`src/rtl/reg_bank_32x32_if.sv`:
```
// Bus bundle for the 32x32 register bank: write port, two read ports,
// the clear-sweep handshake and the flattened word outputs to the selector.
interface reg_bank_32x32_if #(
  parameter int WIDTH = 32
);
  logic                   we;
  logic [4:0]             waddr;
  logic [WIDTH-1:0]       wdata;
  logic [4:0]             raddr1;
  logic [4:0]             raddr2;
  logic [WIDTH-1:0]       rdata1;
  logic [WIDTH-1:0]       rdata2;
  logic                   clr_req;
  logic                   busy;
  logic [32*WIDTH-1:0]    regs_flat;

  // Driver side (requester of writes, reads and clears).
  modport master (
    output we, waddr, wdata, raddr1, raddr2, clr_req,
    input  rdata1, rdata2, busy, regs_flat
  );

  // Register bank side.
  modport slave (
    input  we, waddr, wdata, raddr1, raddr2, clr_req,
    output rdata1, rdata2, busy, regs_flat
  );
endinterface

```
`src/rtl/reg_bank_32x32.sv`:
```
// 32 x WIDTH register bank feeding the 32-input word selector.
// One synchronous write port, two combinational read ports with optional
// write-through bypass, and a sequencer that zeroes registers 1..31 one per
// cycle after a clear request. Register 0 always reads as zero.
module reg_bank_32x32 #(
  parameter int WIDTH  = 32,
  parameter bit BYPASS = 1'b1
) (
  input logic             clk,
  input logic             rst,
  reg_bank_32x32_if.slave bus
);

  typedef enum logic {
    IDLE  = 1'b0,
    SWEEP = 1'b1
  } bankState_t;

  bankState_t       stateReg;
  bankState_t       stateNext;
  logic [4:0]       sweepCntReg;
  logic [4:0]       sweepCntNext;
  logic             busyReg;
  logic             busyNext;
  logic             clrActive;
  logic             wrAccept;
  logic [WIDTH-1:0] regFile [0:31];
  logic [WIDTH-1:0] stored1;
  logic [WIDTH-1:0] stored2;
  logic             bypass1;
  logic             bypass2;

  // Writes are only taken while no sweep runs; address 0 is never written.
  assign wrAccept = bus.we && !busyReg && (bus.waddr != 5'd0);

  // Clear sequencer: next state, sweep pointer and busy flag.
  always_comb begin
    stateNext    = stateReg;
    sweepCntNext = sweepCntReg;
    clrActive    = 1'b0;
    case (stateReg)
      IDLE: begin
        sweepCntNext = 5'd1;
        if (bus.clr_req) begin
          stateNext = SWEEP;
        end
      end
      SWEEP: begin
        // clr_req is deliberately not looked at here: no re-trigger, no queue.
        clrActive = 1'b1;
        if (sweepCntReg == 5'd31) begin
          stateNext    = IDLE;
          sweepCntNext = 5'd1;
        end else begin
          sweepCntNext = sweepCntReg + 5'd1;
        end
      end
      default: begin
        stateNext    = IDLE;
        sweepCntNext = 5'd1;
      end
    endcase
    // busy is a flop so it rises in the first SWEEP cycle and falls the
    // cycle after register 31 has been cleared.
    busyNext = (stateNext == SWEEP);
  end

  // Sequencer state register with synchronous reset (aborts any sweep).
  always_ff @(posedge clk) begin
    if (rst) begin
      stateReg    <= IDLE;
      sweepCntReg <= 5'd1;
      busyReg     <= 1'b0;
    end else begin
      stateReg    <= stateNext;
      sweepCntReg <= sweepCntNext;
      busyReg     <= busyNext;
    end
  end

  // Register storage: sweep clear takes precedence, writes are gated off
  // while busy anyway so both never target the same word in one cycle.
  always_ff @(posedge clk) begin
    if (rst) begin
      for (int i = 0; i < 32; i++) begin
        regFile[i] <= '0;
      end
    end else begin
      for (int i = 1; i < 32; i++) begin
        if (clrActive && (sweepCntReg == 5'(i))) begin
          regFile[i] <= '0;
        end else if (wrAccept && (bus.waddr == 5'(i))) begin
          regFile[i] <= bus.wdata;
        end
      end
    end
  end

  // Combinational read ports; address 0 is forced to zero, and the bypass
  // forwards the write data only when that write will actually be accepted.
  always_comb begin
    stored1 = (bus.raddr1 == 5'd0) ? '0 : regFile[bus.raddr1];
    stored2 = (bus.raddr2 == 5'd0) ? '0 : regFile[bus.raddr2];
    bypass1 = BYPASS && wrAccept && (bus.waddr == bus.raddr1);
    bypass2 = BYPASS && wrAccept && (bus.waddr == bus.raddr2);
    bus.rdata1 = bypass1 ? bus.wdata : stored1;
    bus.rdata2 = bypass2 ? bus.wdata : stored2;
  end

  assign bus.busy = busyReg;

  // Selector feed: stored values only, word k on input k, word 0 tied low.
  for (genvar gi = 0; gi < 32; gi++) begin : gFlat
    if (gi == 0) begin : gZero
      assign bus.regs_flat[WIDTH-1:0] = '0;
    end else begin : gWord
      assign bus.regs_flat[gi*WIDTH +: WIDTH] = regFile[gi];
    end
  end

endmodule

```
`src/flat_wrapper.sv`:
```
// flat-port wrapper written by rule: the top's interface ports become plain ports
module reg_bank_32x32_flat 
#(
  parameter int WIDTH  = 32,
  parameter bit BYPASS = 1'b1
)
  (clk, rst, bus_we, bus_waddr, bus_wdata, bus_raddr1, bus_raddr2, bus_clr_req, bus_rdata1, bus_rdata2, bus_busy, bus_regs_flat);
  reg_bank_32x32_if #(.WIDTH(WIDTH)) bus_i ();
  input logic clk;
  input logic rst;
  input wire logic [$bits(bus_i.we)-1:0] bus_we;
  input wire logic [$bits(bus_i.waddr)-1:0] bus_waddr;
  input wire logic [$bits(bus_i.wdata)-1:0] bus_wdata;
  input wire logic [$bits(bus_i.raddr1)-1:0] bus_raddr1;
  input wire logic [$bits(bus_i.raddr2)-1:0] bus_raddr2;
  input wire logic [$bits(bus_i.clr_req)-1:0] bus_clr_req;
  output wire logic [$bits(bus_i.rdata1)-1:0] bus_rdata1;
  output wire logic [$bits(bus_i.rdata2)-1:0] bus_rdata2;
  output wire logic [$bits(bus_i.busy)-1:0] bus_busy;
  output wire logic [$bits(bus_i.regs_flat)-1:0] bus_regs_flat;
  assign bus_i.we = bus_we;
  assign bus_i.waddr = bus_waddr;
  assign bus_i.wdata = bus_wdata;
  assign bus_i.raddr1 = bus_raddr1;
  assign bus_i.raddr2 = bus_raddr2;
  assign bus_i.clr_req = bus_clr_req;
  assign bus_rdata1 = bus_i.rdata1;
  assign bus_rdata2 = bus_i.rdata2;
  assign bus_busy = bus_i.busy;
  assign bus_regs_flat = bus_i.regs_flat;
  reg_bank_32x32 #(.WIDTH(WIDTH), .BYPASS(BYPASS)) u_core (.clk(clk), .rst(rst), .bus(bus_i));
endmodule
```
`config.mk`:
```
export PLATFORM = sky130hd
export DESIGN_NAME = reg_bank_32x32_flat
export DESIGN_NICKNAME = d
export VERILOG_FILES = /design/src/rtl/reg_bank_32x32_if.sv /design/src/rtl/reg_bank_32x32.sv /design/src/flat_wrapper.sv
export SDC_FILE = /design/constraint.sdc
export NUM_CORES = 2
export LEC_CHECK = 0
export CAP_MARGIN = 10
export CORE_AREA = 2 2 442 444
export CTS_BUF_LIST = sky130_fd_sc_hd__clkbuf_8
export DETAILED_ROUTE_END_ITERATION = 10
export DIE_AREA = 0 0 444 446
export DONT_BUFFER_PORTS = 1
export HOLD_SLACK_MARGIN = 0.15
export MAX_ROUTING_LAYER = met4
export PLACE_DENSITY_LB_ADDON = 0.15
export SYNTH_ARGS = -nofsm -noshare
export SYNTH_HDL_FRONTEND = slang
export SYNTH_SLANG_ARGS = --single-unit
```
`constraint.sdc`:
```
create_clock -name clk -period 6.4 [get_ports clk]
set_input_delay 1.6 -clock clk [delete_from_list [all_inputs] [get_ports clk]]
set_output_delay 1.6 -clock clk [all_outputs]
set_load 0.01 [all_outputs]
```
==> summary.txt <==
Outcome
  – Outcome: complete, but fails checks
  – Violated checks: max-slew violations, negative setup slack

Setup path
  – Worst-path maximum fanout: 224
  – Crit path depth: 5
  – Worst Path Buf+Inv: 0
  – Crit path cell chain: mux2_2 -> a221oi_1 -> nor2_1 -> a32oi_1 -> o21ai_0
  – Arr. time, crit path: 5.21 ns
  – Required @ worst endpoint: 4.80 ns
  – Critical path class: input pin to output pin
  – Crit-path max cell delay: ~0.95 ns
  – Cell family with most CP delay: compound AO/OA/AOI/OAI gates
  – Setup crit end kind: output pin
  – Worst Reg-to-Reg Cells: 7
  – Worst Setup Start Kind: input pin
  – Crit path max-delay cell type: mux2_2

Yosys
  – Largest family of logic cells by synthesized area: multiplexers
  – Post-Synthesis Cells: roughly 4000
  – Post-synth top flop: edfxtp_1
  – Compound-Gate Fraction of Synth Area: 0.05114
  – Post-synthesis xor/xnor area fraction: 0.001922
  – Ys Warns: 0
  – Mapped Area: 54680 sq um
  – Post-Synth Adder-Cell Area: 0.001373
  – Distinct cell type count after synthesis: 62
  – Post-synth EDFFs: 992
  – Seq/Total Area, Yosys: 0.5470
  – Post-synthesis mux area share: 0.2105
  – Flops & latches, synth: 998
  – Asr flop ratio synth: 0
  – Mean Syn Cell Area: 14.04 sq um
  – Simple logic cell fraction of the synthesized area: 0.1472

STA
  – Setup slack after layout: -0.4146 ns
  – Worst-Margin Slew: 2.185 ns
  – Hold Fails Final Rpt: 0
  – Aggregate negative setup slack: -2.143 ns
  – Fmax: 0.1467 GHz
  – Slew headroom: -0.4570
  – Min Hold Slack: approximately 0.44 ns
  – RSZ-0062 raised after global routing: no
  – Clock Skews: roughly 0.080 ns
  – Final Cycle Share: 1.065
  – Min Clock Period, post-route: between 6 and 7 ns
  – Finish-stage setup viols: 12
  – Max-slew violations: a little under 200

Floorplanning
  – Std-Cell Rows: 162
  – Die height: 446 um
  – Io pins: 1140
  – Die W: 444 um
  – Starting density of the core: 0.2825
  – Core ar.: roughly 190000 sq um
  – Die area: roughly 200000 sq um

Global routing
  – First-pass GRT wire length: between 300000 and 400000 um
  – Grt total ovfl: 0
  – Number of global-route vias before repair: 37440
  – Total Routing Usage GR: 0.3122
  – Largest net degree at the start of global routing: 250
  – Initial antenna violation count: 38

Placement
  – Hpwl dp: 216200 um
  – Routability Congestion: 0.9789
  – Placed inst area: 57530 sq um
  – Port Buffer Count: 0

CTS
  – H-tree depth reported by CTS: 4
  – Clock net sink count: 998
  – CTS clk-pin slew, worst paths: 0.06 ns
  – Worst-Skew Late Latency: 1.03 ns
  – CTS Buf Count: 190
  – Clk buf depth: 3
  – Hold_buf cts: 0
  – CTS tree: built
  – Root Buffer: clkbuf_8
  – Post-CTS Resized: 0
  – Total setup buffers inserted after CTS: 0

Detailed routing
  – DRT Pass-1 Iters: 6
  – Per-cell routed wire length: 47.47 um
  – # DRC: 0
  – Initial DRC count: around 5700
  – Final ANT Viol Nets: 0
  – Via density: 6.048
  – Vias: 39380
  – Post-Route WL: 309000 um

Worst hold path
  – Hold Path Class: register to register
  – WHS Path Cells: 1

Power
  – Power Total: 15.96 mW
  – Lkg Pwr: 21.14 nW
  – Peak supply drop: between 150 and 200 uV
  – Power Density: 261.3 nW/um^2

Layout
  – Layout fillers: between 15000 and 20000
  – Share of layout cells above drive strength 1: 0.2627
  – Design area: 61060 sq um
  – Syn-to-layout area delta: 11.68%
  – Nets: about 3900

Run
  – Max-Cap Viols: 0
[final timing paths]
check / start / to / slack, ns
hold reg to reg: u_core.sweepCntReg[0] / u_core.sweepCntReg[0] / 0.44
hold / removal: u_core.sweepCntReg[0] / u_core.sweepCntReg[0] / 0.44
setup reg to reg: u_core.stateReg / u_core.regFile[1][16] / 2.79
setup / recovery: bus_raddr2[1] / bus_rdata2[7] / -0.41
[layout make-up]
cell class / count / area (sq um) / area share
sequential: 998 / 29910 / 0.4898
clock inverter: 154 / 840.8 / 0.01377
antenna: 13 / 32.53 / 0.0005327
inverter: 14 / 52.55 / 0.0008606
clock buffer: 193 / 2656 / 0.04350
multi-input combinational: 2433 / 23120 / 0.3786
timing repair buffer: 163 / 1274 / 0.02086
tap: 2542 / 3181 / 0.05209
[cells by family (layout without fill, tap and decap cells)]
kind of cell | after synthesis | in the layout
adders and majority gates | 6 | 6
muxes | 586 | 586
and+or+nand+nor | 1403 | 1403
other | 1 | 45
DFF | 998 | 998
xor gates and xnor gates | 12 | 12
AOI/OAI and AO/OA | 394 | 394
buffers and inverters | 494 | 524
[layout by cell type (no fill, tap or decap), types with 71 or more instances in the layout]
cell / netlist / final
mux2_2: 110 / 110
and2_1: 749 / 750
nand2_1: 127 / 126
nor3_1: 110 / 96
buf_4: 58 / 159
nor4_1: 135 / 135
clkbuf_8: 0 / 193
o21ai_0: 88 / 71
mux4_2: 440 / 440
nor2_1: 119 / 109
edfxtp_1: 992 / 992
[worst reg2reg max path, delay by kind of cell (launching register included)]
| family | cells | cell delay [ns] |
|---|---|---|
| buffers and inverters | 2 | 0.69 |
| AOI/OAI and AO/OA | 2 | 1.26 |
| and+or+nand+nor | 3 | 0.89 |
| DFF | 1 | 0.31 |
[synth_stat cells (10+ instances only)]
library cell	count	area share
a211o_1	17	0.0027
a21oi_1	55	0.0050
a221oi_1	53	0.0085
a22oi_1	52	0.0071
a32oi_1	16	0.0026
and2_1	749	0.086
and3_1	64	0.0073
buf_1	26	0.0018
buf_2	99	0.0091
buf_4	58	0.0080
clkbuf_1	292	0.020
edfxtp_1	992	0.54
mux2_2	110	0.023
mux2i_1	36	0.0066
mux4_2	440	0.18
nand2_1	127	0.0087
nand2b_1	10	0.0011
nand3_1	34	0.0031
nor2_1	119	0.0082
nor2b_1	25	0.0029
nor3_1	110	0.010
nor4_1	135	0.015
o21ai_0	88	0.0081
o221ai_1	15	0.0024
o22ai_1	44	0.0050
o41ai_1	13	0.0021
[layer usage]
layer  track usage  wire length, um  vias up
met2        0.4636           138700     2704
met1        0.3861           120200    21180
met4        0.1316            16140        0
met5             -                0        -
li1              -                -    14970
met3        0.1083            33950      523
[power by group]
part	switching [mW]	internal, mW	total [mW]
logic	1.02	0.697	1.72
registers	0.598	7.46	8.06
clock network	3.19	2.99	6.18
[per-stage QoR]
stage / worst slack (ns) / utilization / instances
final: -0.4146 / 0.3155 / 6510
after global routing: 0.1589 / 0.3153 / 6500
after CTS: 0.5050 / 0.3153 / 6497
after detailed placement: 0.4888 / 0.2972 / 6150
after global placement: 0.5291 / 0.2972 / 6150
after floorplan: 0.2043 / - / 3925
[state kept, by name, summed over array words and instances (netlist names)]
register,count
u_core.sweepCntReg,5
u_core.regFile,992
u_core.stateReg,1
Power figures use the tool's default switching activity.
